$ cat src/rtl/producto_pkg.sv
// Shared definitions for the binary-to-BCD converter of the multiplier product.
package producto_pkg;

    localparam int BITS_PRODUCTO = 17;
    localparam int DIGITOS_BCD   = 6;

    typedef enum logic [1:0] {
        IDLE,
        SHIFT,
        DONE
    } estado_t;

endpackage

$ cat src/rtl/ajuste_bcd.sv
// Double-dabble digit correction: a BCD digit of 5 or more gets +3 before the shift.
module ajuste_bcd (
    input  logic [3:0] digito_i,
    output logic [3:0] digito_o
);

    // Add 3 to digits that would overflow past 9 once doubled by the shift
    always_comb begin
        digito_o = (digito_i >= 4'd5) ? digito_i + 4'd3 : digito_i;
    end

endmodule

$ cat src/rtl/producto_bcd.sv
// Sequential double-dabble converter: one shift-and-adjust iteration per clock,
// BITS iterations per conversion, result held on bcd until the next completion.
module producto_bcd
    import producto_pkg::*;
#(
    parameter int BITS   = BITS_PRODUCTO,
    parameter int DIGITS = DIGITOS_BCD
) (
    input  logic                  clk,
    input  logic                  rst,
    input  logic                  start,
    input  logic [BITS-1:0]       producto,
    output logic [4*DIGITS-1:0]   bcd,
    output logic                  busy,
    output logic                  done
);

    localparam int CNT_W = $clog2(BITS + 1);
    localparam int SW    = 4 * DIGITS;

    estado_t           state_q, state_d;
    logic [BITS-1:0]   bin_q, bin_d;
    logic [SW-1:0]     scratch_q, scratch_d;
    logic [SW-1:0]     bcd_q, bcd_d;
    logic [SW-1:0]     ajustado;
    logic [CNT_W-1:0]  cnt_q, cnt_d;
    logic [SW+BITS-1:0] desplazado;
    logic              ultima;

    // One correction cell per scratch digit
    for (genvar g = 0; g < DIGITS; g++) begin : g_ajuste
        ajuste_bcd u_ajuste (
            .digito_i (scratch_q[4*g +: 4]),
            .digito_o (ajustado[4*g +: 4])
        );
    end

    // Counter at 1 means this edge performs the last iteration
    assign ultima = (cnt_q == CNT_W'(1));

    // State register
    always_ff @(posedge clk or posedge rst) begin
        if (rst) begin
            state_q <= IDLE;
        end else begin
            // NOTE: sequential state uses non-blocking assignments so every register
            // samples pre-edge values, regardless of statement order.
            state_q <= state_d;
        end
    end

    // Next-state logic; start is only looked at outside SHIFT
    always_comb begin
        // NOTE: default first so no path leaves state_d unassigned (no latch).
        state_d = state_q;
        unique case (state_q)
            IDLE:    if (start) state_d = SHIFT;
            SHIFT:   if (ultima) state_d = DONE;
            DONE:    state_d = start ? SHIFT : IDLE;
            default: state_d = IDLE;
        endcase
    end

    // Datapath next-state: capture on accepted start, shift-and-adjust while converting
    always_comb begin
        bin_d      = bin_q;
        scratch_d  = scratch_q;
        cnt_d      = cnt_q;
        bcd_d      = bcd_q;
        desplazado = {ajustado, bin_q} << 1;
        case (state_q)
            SHIFT: begin
                {scratch_d, bin_d} = desplazado;
                cnt_d              = cnt_q - CNT_W'(1);
                if (ultima) begin
                    bcd_d = desplazado[SW+BITS-1:BITS];
                end
            end
            IDLE, DONE: begin
                if (start) begin
                    bin_d     = producto;
                    scratch_d = '0;
                    cnt_d     = CNT_W'(BITS);
                end
            end
            default: ;
        endcase
    end

    // Datapath registers; reset clears everything, aborting any conversion
    always_ff @(posedge clk or posedge rst) begin
        if (rst) begin
            bin_q     <= '0;
            scratch_q <= '0;
            cnt_q     <= '0;
            bcd_q     <= '0;
        end else begin
            bin_q     <= bin_d;
            scratch_q <= scratch_d;
            cnt_q     <= cnt_d;
            bcd_q     <= bcd_d;
        end
    end

    // Outputs decoded from state; bcd is the held result register
    always_comb begin
        busy = (state_q == SHIFT);
        done = (state_q == DONE);
        bcd  = bcd_q;
    end

endmodule

$ cat config.mk
export PLATFORM = sky130hd
export DESIGN_NAME = producto_bcd
export DESIGN_NICKNAME = d
export VERILOG_FILES = /design/src/rtl/producto_pkg.sv /design/src/rtl/ajuste_bcd.sv /design/src/rtl/producto_bcd.sv
export SDC_FILE = /design/constraint.sdc
export NUM_CORES = 1
export LEC_CHECK = 0
export CAP_MARGIN = 20
export CELL_PAD_IN_SITES_DETAIL_PLACEMENT = 0
export CELL_PAD_IN_SITES_GLOBAL_PLACEMENT = 1
export CORE_MARGIN = 1.5
export CORE_UTILIZATION = 43
export DETAILED_ROUTE_END_ITERATION = 10
export GPL_TIMING_DRIVEN = 0
export PLACE_DENSITY = 0.89
export SLEW_MARGIN = 10
export SYNTH_ARGS = -nofsm -noshare
export SYNTH_HDL_FRONTEND = slang
export SYNTH_SLANG_ARGS = --single-unit
$ cat constraint.sdc
create_clock -name clk -period 2.8 [get_ports clk]
set_input_delay 0.42 -clock clk [delete_from_list [all_inputs] [get_ports clk]]
set_output_delay 0.42 -clock clk [all_outputs]
set_load 0.02 [all_outputs]
---- Word-level counts from Yosys, hierarchy flattened ----
Index checks and enable logic that the tools add are counted.
W data, S select, Z words.
word-level totals
  register bits ........................... 72
  input port bits ......................... 20
  output and inout bits ................... 26
  word-level logic and storage cells ...... 46
cells by class
  add/subtract/negate cells ............... 7
  magnitude comparators ................... 6
  equality and inequality tests ........... 6
  multiplexer cells ....................... 16
  reductions and logical operators ........ 6
operator list
  cell                   number
  $pmux W24 S2           1
  $pmux W17 S2           1
  $ge A4 B3 Y1 const B   6
  $mux W24               1
  $add A4 B2 Y4 const B  5
  $mux W4                5
  $mux W17               1
  $pmux W5 S2            1
  $pmux W2 S3            1
  $reduce_and A2 Y1      3
  $eq A5 B1 Y1 const B   1
  $mux W5                1
  $sub A5 B1 Y5 const B  1
  $mux W2                2
  $ne A2 B2 Y1 const B   2
  $add A3 B2 Y3 const B  1
  $mux W3                1
  $eq A2 B1 Y1 const B   1
  $eq A2 B2 Y1 const B   1
  $logic_not A2 Y1       1
  $ne A2 B1 Y1 const B   1
  $reduce_bool A2 Y1     1
  $reduce_or A2 Y1       1
  $mux W1                1

---- Depth between registers and ports, before layout ----
Gate-level depths: netlist of the first run.
  depth after elaboration ................. 4
  depth in mapped cells ................... 7
  gate-level depth less buffers ........... 6

---- Cells and area by module ----
Synthesis of the first run repeated with hierarchy kept, for this count alone.
unflattened totals
  cell total of the unflattened synthesis .. 308
  area, all modules ....................... 3570.9 um^2
by module, submodules not included
  module        times used  cells each  area each (um^2)  sequential area each (um^2)
  producto_bcd  1           212         2962.8            1801.7
  ajuste_bcd    6           16          101.3             0.0

---- Worst setup path after synthesis of the first run ----
No wires, ideal clock.
  kind .................................... reg2reg
  start ................................... register scratch_q[8]
  end ..................................... register bcd_q[10], in the netlist bcd[10]
  setup time .............................. 0.125 ns
  data arrival time ....................... 1.357 ns
  data required time ...................... 2.675 ns
  path slack .............................. 1.318 ns
  cell stages (with the launch flop) ...... 7
  buffers on the path ..................... 0
  period minus slack after synthesis ...... 1.482 ns
  path through ............................ dfrtp_1 inv_1 ha_1 nand2b_1 a21oi_1 mux2i_1 mux2_2
between the ends
  word-level cells in the longest chain between the ends .. 2
  elaborated cells between the ends (all ways) .. 3
  classes of those cells .................. 1 x add/sub; 1 x order compare; 1 x mux
ends and longest elaborated chain
  what                                           line                 RTL
  start: declaration                             producto_bcd.sv:23   logic [SW-1:0] scratch_q, scratch_d;
  start signal: assignment                       producto_bcd.sv:99   scratch_q <= scratch_d;
  $add A4 B2 Y4 or $ge A4 B3 Y1 (tied branches)  ajuste_bcd.sv:9      digito_o = (digito_i >= 4'd5) ? digito_i + 4'd3 : digito_i;
  $mux W4 (*)                                    ajuste_bcd.sv:9
  end signal: assignment                         producto_bcd.sv:96   bcd_q <= '0;
  end signal: assignment                         producto_bcd.sv:101  bcd_q <= bcd_d;
  end: declaration                               producto_bcd.sv:24   logic [SW-1:0] bcd_q, bcd_d;
Mark *: on every way between the ends. The rest lies on a longest branch, timed or not.
A chain may end at the register's enable or synchronous reset.

---- Final worst setup path of the first run ----
  start ................................... register state_q[1]
  end ..................................... output busy
between the ends
  word-level cells in the longest chain between the ends .. 1
ends and longest elaborated chain
  what                      line                 RTL
  start: declaration        producto_bcd.sv:21   estado_t state_q, state_d;
  start signal: assignment  producto_bcd.sv:48   state_q <= state_d;
  $eq A2 B1 Y1              producto_bcd.sv:107  busy = (state_q == SHIFT);
  end: declaration          producto_bcd.sv:14   output logic busy,
No other way between the ends.

==> results of run 1 <==
-- cells in the mapped netlist --
cell and n:
nor3b_1 11, nand3_1 7, nand2_4 1, mux2i_1 6
nor4b_4 1, a21oi_2 3, o21ai_2 1, nand2b_4 1
a22oi_1 16, inv_2 1, nand2b_1 7, clkbuf_1 1
clkinv_4 1, nor2_1 2, buf_2 10, nand2_1 70
and2b_1 1, buf_6 3, o21ai_0 28, mux2_2 6
o21ai_1 13, inv_1 15, dfrtp_1 72, nand3_2 1
nor3_1 6, xor2_1 2, nor2_4 1, xnor2_1 7
a22o_1 8, nor2b_1 1, a21oi_1 14, or4_4 1
mux2_4 1, ha_1 14
-- final timing paths --
kind	start	cells past startpoint	slack [ns]	endpoint
hold reg to reg	bin_q[1]$_DFFE_PP0P_	2	0.48	bin_q[1]$_DFFE_PP0P_
min in group clk	bin_q[1]$_DFFE_PP0P_	2	0.48	bin_q[1]$_DFFE_PP0P_
setup reg to reg	scratch_q[16]$_DFFE_PP0P_	6	1.08	bcd[18]$_DFFE_PP0P_
setup / recovery	state_q[1]$_DFFE_PP0P_	4	0.42	busy
max in group asynchronous	rst	3	1.96	scratch_q[12]$_DFFE_PP0P_
hold / removal	rst	2	0.32	bin_q[4]$_DFFE_PP0P_
-- logic make-up (layout without fill, tap and decap cells) --
| group | after synthesis | in the layout | synth area share |
|---|---|---|---|
| buffers and inverters | 31 | 90 | 0.0458 |
| multiplexers | 13 | 13 | 0.0418 |
| AND/OR/NAND/NOR | 111 | 111 | 0.163 |
| AO/OA/AOI/OAI | 83 | 83 | 0.147 |
| flip-flops | 72 | 72 | 0.528 |
| adder cells (fa/ha/maj) | 14 | 14 | 0.0513 |
| XOR/XNOR | 9 | 9 | 0.0231 |
-- layout make-up --
cell class	count	area share
Tap cell	102	0.0304
Sequential cell	72	0.429
Clock buffer	13	0.0426
Multi-Input combinational cell	230	0.346
Timing Repair Buffer	46	0.114
Buffer	14	0.0209
Inverter	17	0.0170
-- metrics by stage --
step / worst slack [ns] / hold slack (ns) / utilization
global placement: -0.641 / 0.460 / 0.519
detailed placement: 0.773 / 0.465 / 0.523
finish: 0.415 / 0.323 / 0.546
CTS: 0.395 / 0.312 / 0.546
floorplan: 0.555 / 0.446 / -
global route: 0.314 / 0.328 / 0.546
-- power groups by stage --
stage               combinational (uW)  sequential, uW  clock, uW
finish                            2380            1860        758
global route                      2680            1930        826
CTS                               2410            1870        778
detailed placement                2400            1880          0
global placement                  2300            1860          0
floorplan                         1510            1980          0
-- flip-flops by register name (all words and copies together) (netlist names) --
name       count
bcd           24
bin_q         17
cnt_q          5
scratch_q     24
state_q        2
-- critical path: stages, from the launching register on --
cell             delay (ns)
dfrtp_1                0.37
nand2b_4               0.15
inv_2                  0.16
buf_2                  0.29
clkdlybuf4s50_1        0.65
-- metal layers --
| layer | vias up | GRT usage | wire [microns] | share of wire |
|---|---|---|---|---|
| met2 | 59 | 0.300 | 3360 | 0.48 |
| met5 | - | 0 | 0 | 0 |
| li1 | 1253 | - | - | - |
| met1 | 1232 | 0.238 | 3190 | 0.45 |
| met3 | 15 | 0.0365 | 319 | 0.045 |
| met4 | 0 | 0.0846 | 151 | 0.022 |
==> key figures, run 1 <==
Critical path
  • WS Path Type: flop to primary output
  • Worst EP required: 2.38 ns
  • Crit. End Element: primary output
  • CP max FO: 10
  • CP Launch Type: flop
  • Critical Path AT: 1.96 ns

Placement
  • Gpl congestion: 0.764
  • Placed Cells: 481
  • I/O Buffers: 45
  • HPWL after detailed placement: 4940 microns
  • Post-DP Area: 4020 sq um

Timing
  • Final Max Slew Viols: 0
  • Fin. Hold Viols: 0
  • Tmin final: 2.38 ns
  • RSZ-0062 raised after global routing: no
  • Period utilization: 0.852
  • Max_slew headroom: 0.663
  • Worst-margin pin slew: 0.506 ns
  • Highest Clock Rate: 419 MHz
  • Final setup violation count: 0
  • Sum Neg Setup Slack: 0 ns
  • Final Skew: 0.00329 ns

Cells and area
  • Most common cell after layout, fill and taps aside: dfrtp_1
  • Area grow syn2layout: 23.1%
  • Fill cells: 703
  • # diodes: 0
  • Register area: 1800 sq um
  • Multi-input logic area: 1450 sq um
  • Post-layout nets: 424
  • Non-filler cells in the finished layout: 494
  • Final instance area: 4200 sq um
  • Share of layout cells above drive strength 1: 0.120
  • Commonest non-fill, non-tap cells in the layout: 72 x dfrtp_1, 70 x nand2_1, 45 x clkdlybuf4s50_1, 28 x o21ai_0, 16 x a22oi_1

Pwr
  • Clock Power Share: 0.152
  • Pleak: 0.00192 uW
  • PD cells: 1190 nW/um^2
  • Comb pwr share: 0.476
  • Reg power frac: 0.373
  • Max VDD drop: 440 uV
  • Sw Ratio: 0.405
  • Final Power: 5000 uW
  • Internal power: 2980 uW
  • Net switching power: 2020 uW

Clock tree
  • Hold_buf cts: 0
  • CTS H-Tree Depth: 3
  • Total CTS buffers: 9
  • CTS root buffer: clkbuf_8
  • Worst-path clk slew: 0.07 ns
  • Clock sink total: 72
  • CTS tree: done
  • Post-cts gate resize count: 0
  • Post-CTS setup buffer count: 0
  • Clock latency on the worst-skew pair: 0.34 ns
  • Clk buf depth: 2

Detailed routing
  • WL/cell: 14.2 microns
  • DRC: 0
  • Drt first pass iters: 4
  • Starting DRC count in detailed routing: 175
  • Routed vias: 2559
  • Via density: 5.18
  • Routed Antenna Nets: 0
  • Routed wire length: 7020 microns

GRT
  • Number of antenna violations at the first check in global routing: 0
  • Vias in the first global route: 2583
  • Largest net degree at the start of global routing: 65
  • First-pass GRT wire length: 12200 microns
  • Grt total ovfl: 0
  • GRT Total Usage: 0.185

Synthesis
  • Post-synthesis register bit count: 72
  • Area share of the largest cell type after synthesis: 0.528
  • Sequential share of the synthesized area: 0.528
  • Post-Syn Area: 3410 sq um
  • Avg Inst Size Synth: 10.2 sq um
  • Largest cells by area after synthesis: dfrtp_1 53%, nand2_1 7.7%, ha_1 5.1%, o21ai_0 4.1%, a22oi_1 3.5%
  • Syn nets: 367
  • Post-synthesis cell type count: 34
  • Synth Instances: 333
  • Yosys top cell by area: dfrtp_1
  • Synthesis Warnings: 0

Floorplan
  • Initial Util: 0.444
  • Boundary Pins: 46
  • Core Region: 7690 sq um
  • Die H: 92.1 microns
  • Die area: 8480 sq um
  • Rows: 32
  • Die Wd: 92.1 microns

Hold path
  • Hold WC Path Type: input port to asynchronous set/reset pin

Run
  • Number of maximum-capacitance violations: 0

Outcome
  • Status: completed
No activity file was read; power rests on OpenSTA's default activity.
==> run 2: changes to the inputs <==
CORE_UTILIZATION = 44   (was 43)
PLACE_DENSITY = 0.88   (was 0.89)
SYNTH_HIERARCHICAL = 1   (was unset)
==> run 2 against run 1 <==
Effect of this change:
- flip-flop and latch count unchanged
- final cell count down 5.5%
- global-route usage down 2.0 points
- area after synthesis up 4.1%
- largest power group unchanged
- highest routed layer unchanged
==> key figures, run 2 <==
Outcome
  • Status: completed

Critical path
  • Max incr delay on CP: 0.64 ns
  • CP Launch Type: flop
  • Crit. End Element: primary output
  • Worst EP required: 2.38 ns
  • Critical Path AT: 2.21 ns
  • CP max stage cell: clkdlybuf4s50_1
  • Crit-path most repeated cell: buf_2
  • WS Path Type: flop to primary output
  • Cell Chain, Critical Path: nand2b_1, inv_1, buf_2, buf_2, clkdlybuf4s50_1
  • CP max FO: 10

Floorplan
  • Boundary Pins: 46
  • Die Wd: 92.8 microns
  • Initial Util: 0.457
  • Die H: 92.8 microns
  • Die area: 8620 sq um
  • Core Region: 7770 sq um
  • Rows: 32

Cells and area
  • Post-layout nets: 395
  • # diodes: 0
  • Most common cell after layout, fill and taps aside: dfrtp_1
  • Area grow syn2layout: 23.1%
  • Fill cells: 694
  • Commonest non-fill, non-tap cells in the layout: 72 x dfrtp_1, 45 x clkdlybuf4s50_1, 26 x nand2_1, 25 x a22o_1, 23 x mux2i_1
  • Share of layout cells above drive strength 1: 0.162
  • Multi-input logic area: 1600 sq um
  • Register area: 1800 sq um

Timing
  • Final Max Slew Viols: 0
  • RSZ-0062 raised after global routing: no
  • Worst-margin pin slew: 0.472 ns
  • Period utilization: 0.939
  • Final setup violation count: 0
  • Highest Clock Rate: 380 MHz
  • Sum Neg Setup Slack: 0 ns
  • Tmin final: 2.63 ns
  • Max_slew headroom: 0.685
  • Final Skew: 0.0100 ns
  • Fin. Hold Viols: 0

Clock tree
  • Clock latency on the worst-skew pair: 0.34 ns
  • CTS root buffer: clkbuf_8
  • Worst-path clk slew: 0.08 ns
  • Post-cts gate resize count: 0
  • Clock sink total: 72
  • Clk buf depth: 2
  • CTS tree: done
  • CTS H-Tree Depth: 3
  • Total CTS buffers: 9
  • Hold_buf cts: 0
  • Post-CTS setup buffer count: 0

Detailed routing
  • WL/cell: 14.0 microns
  • Drt first pass iters: 4
  • Routed vias: 2418
  • Via density: 5.18
  • Starting DRC count in detailed routing: 77
  • DRC: 0
  • Routed wire length: 6540 microns
  • Routed Antenna Nets: 0

GRT
  • Largest net degree at the start of global routing: 38
  • Grt total ovfl: 0
  • Vias in the first global route: 2402
  • Number of antenna violations at the first check in global routing: 0
  • GRT Total Usage: 0.165
  • First-pass GRT wire length: 11100 microns

Pwr
  • Pleak: 0.00212 uW
  • Max VDD drop: 507 uV
  • Final Power: 5330 uW
  • PD cells: 1220 nW/um^2

Synthesis
  • Synth Instances: 304
  • Syn nets: 338
  • Post-Syn Area: 3550 sq um
  • Avg Inst Size Synth: 11.7 sq um
  • Synthesis Warnings: 6

Placement
  • Gpl congestion: 0.760
  • I/O Buffers: 45
  • HPWL after detailed placement: 4560 microns

Hold path
  • Hold WC Path Type: input port to asynchronous set/reset pin

Run
  • Number of maximum-capacitance violations: 0
## run 2: cell types whose count changed in the layout (fill, tap and decap cells not counted), sizes merged, moves of 5 or more
cell,change
a21oi,-11
a22o,+17
a22oi,-16
mux2,+17
mux2i,+17
nand2,-44
nand2b,+5
nand3,+9
nor2,+6
nor3,-6
nor3b,-11
o21ai,-15
## run 2: final cells by class
type | instances | share of cell area
sequential | 72 | 0.412
inverter | 17 | 0.0152
clock inverter | 3 | 0.0149
tap | 102 | 0.0292
timing repair buffer | 46 | 0.108
multi-input combinational | 200 | 0.366
buffer | 15 | 0.0195
clock buffer | 12 | 0.0355
## run 2: power by group
part	switching [uW]	leakage [uW]	internal [uW]	total [uW]
clock	371	0.000112	545	916
combinational	1250	0.00109	1280	2540
sequential	369	0.000916	1510	1880
total	1990	0.00212	3340	5330
## run 2: per-layer routing
layer	global-route usage	wire length, microns
met3	0.0320	227
met2	0.263	3000
met1	0.218	3190
met4	0.0720	114
met5	0	0
## run 2: stage by stage
step | setup slack (ns) | area, sq um | util | hold slack (ns) | std cells
after floorplan | 0.555 | 3550 | - | 0.466 | 304
after global placement | -0.657 | 4130 | 0.532 | 0.482 | 451
after detailed placement | 0.519 | 4150 | 0.534 | 0.488 | 452
after CTS | 0.146 | 4370 | 0.563 | 0.460 | 467
after global routing | 0.0407 | 4370 | 0.563 | 0.494 | 467
final | 0.171 | 4370 | 0.563 | 0.453 | 467
## run 2: worst paths after layout
path	from	slack [ns]	cells after the start	end
max reg2reg	cnt_q[1]$_DFFE_PP0P_	1.14	6	bcd[0]$_DFFE_PP0P_
min reg2reg	scratch_q[21]$_DFFE_PP0P_	0.50	1	scratch_q[21]$_DFFE_PP0P_
max	state_q[1]$_DFFE_PP0P_	0.17	5	busy
max in group asynchronous	rst	1.79	3	bin_q[12]$_DFFE_PP0P_
min	rst	0.45	2	bcd[18]$_DFFE_PP0P_
min in group clk	scratch_q[21]$_DFFE_PP0P_	0.50	1	scratch_q[21]$_DFFE_PP0P_
## run 2: critical path: cells and delay by family (launching register included)
family | cells | cell delay, ns
buffers and inverters | 4 | 1.29
DFF | 1 | 0.39
and+or+nand+nor | 1 | 0.18
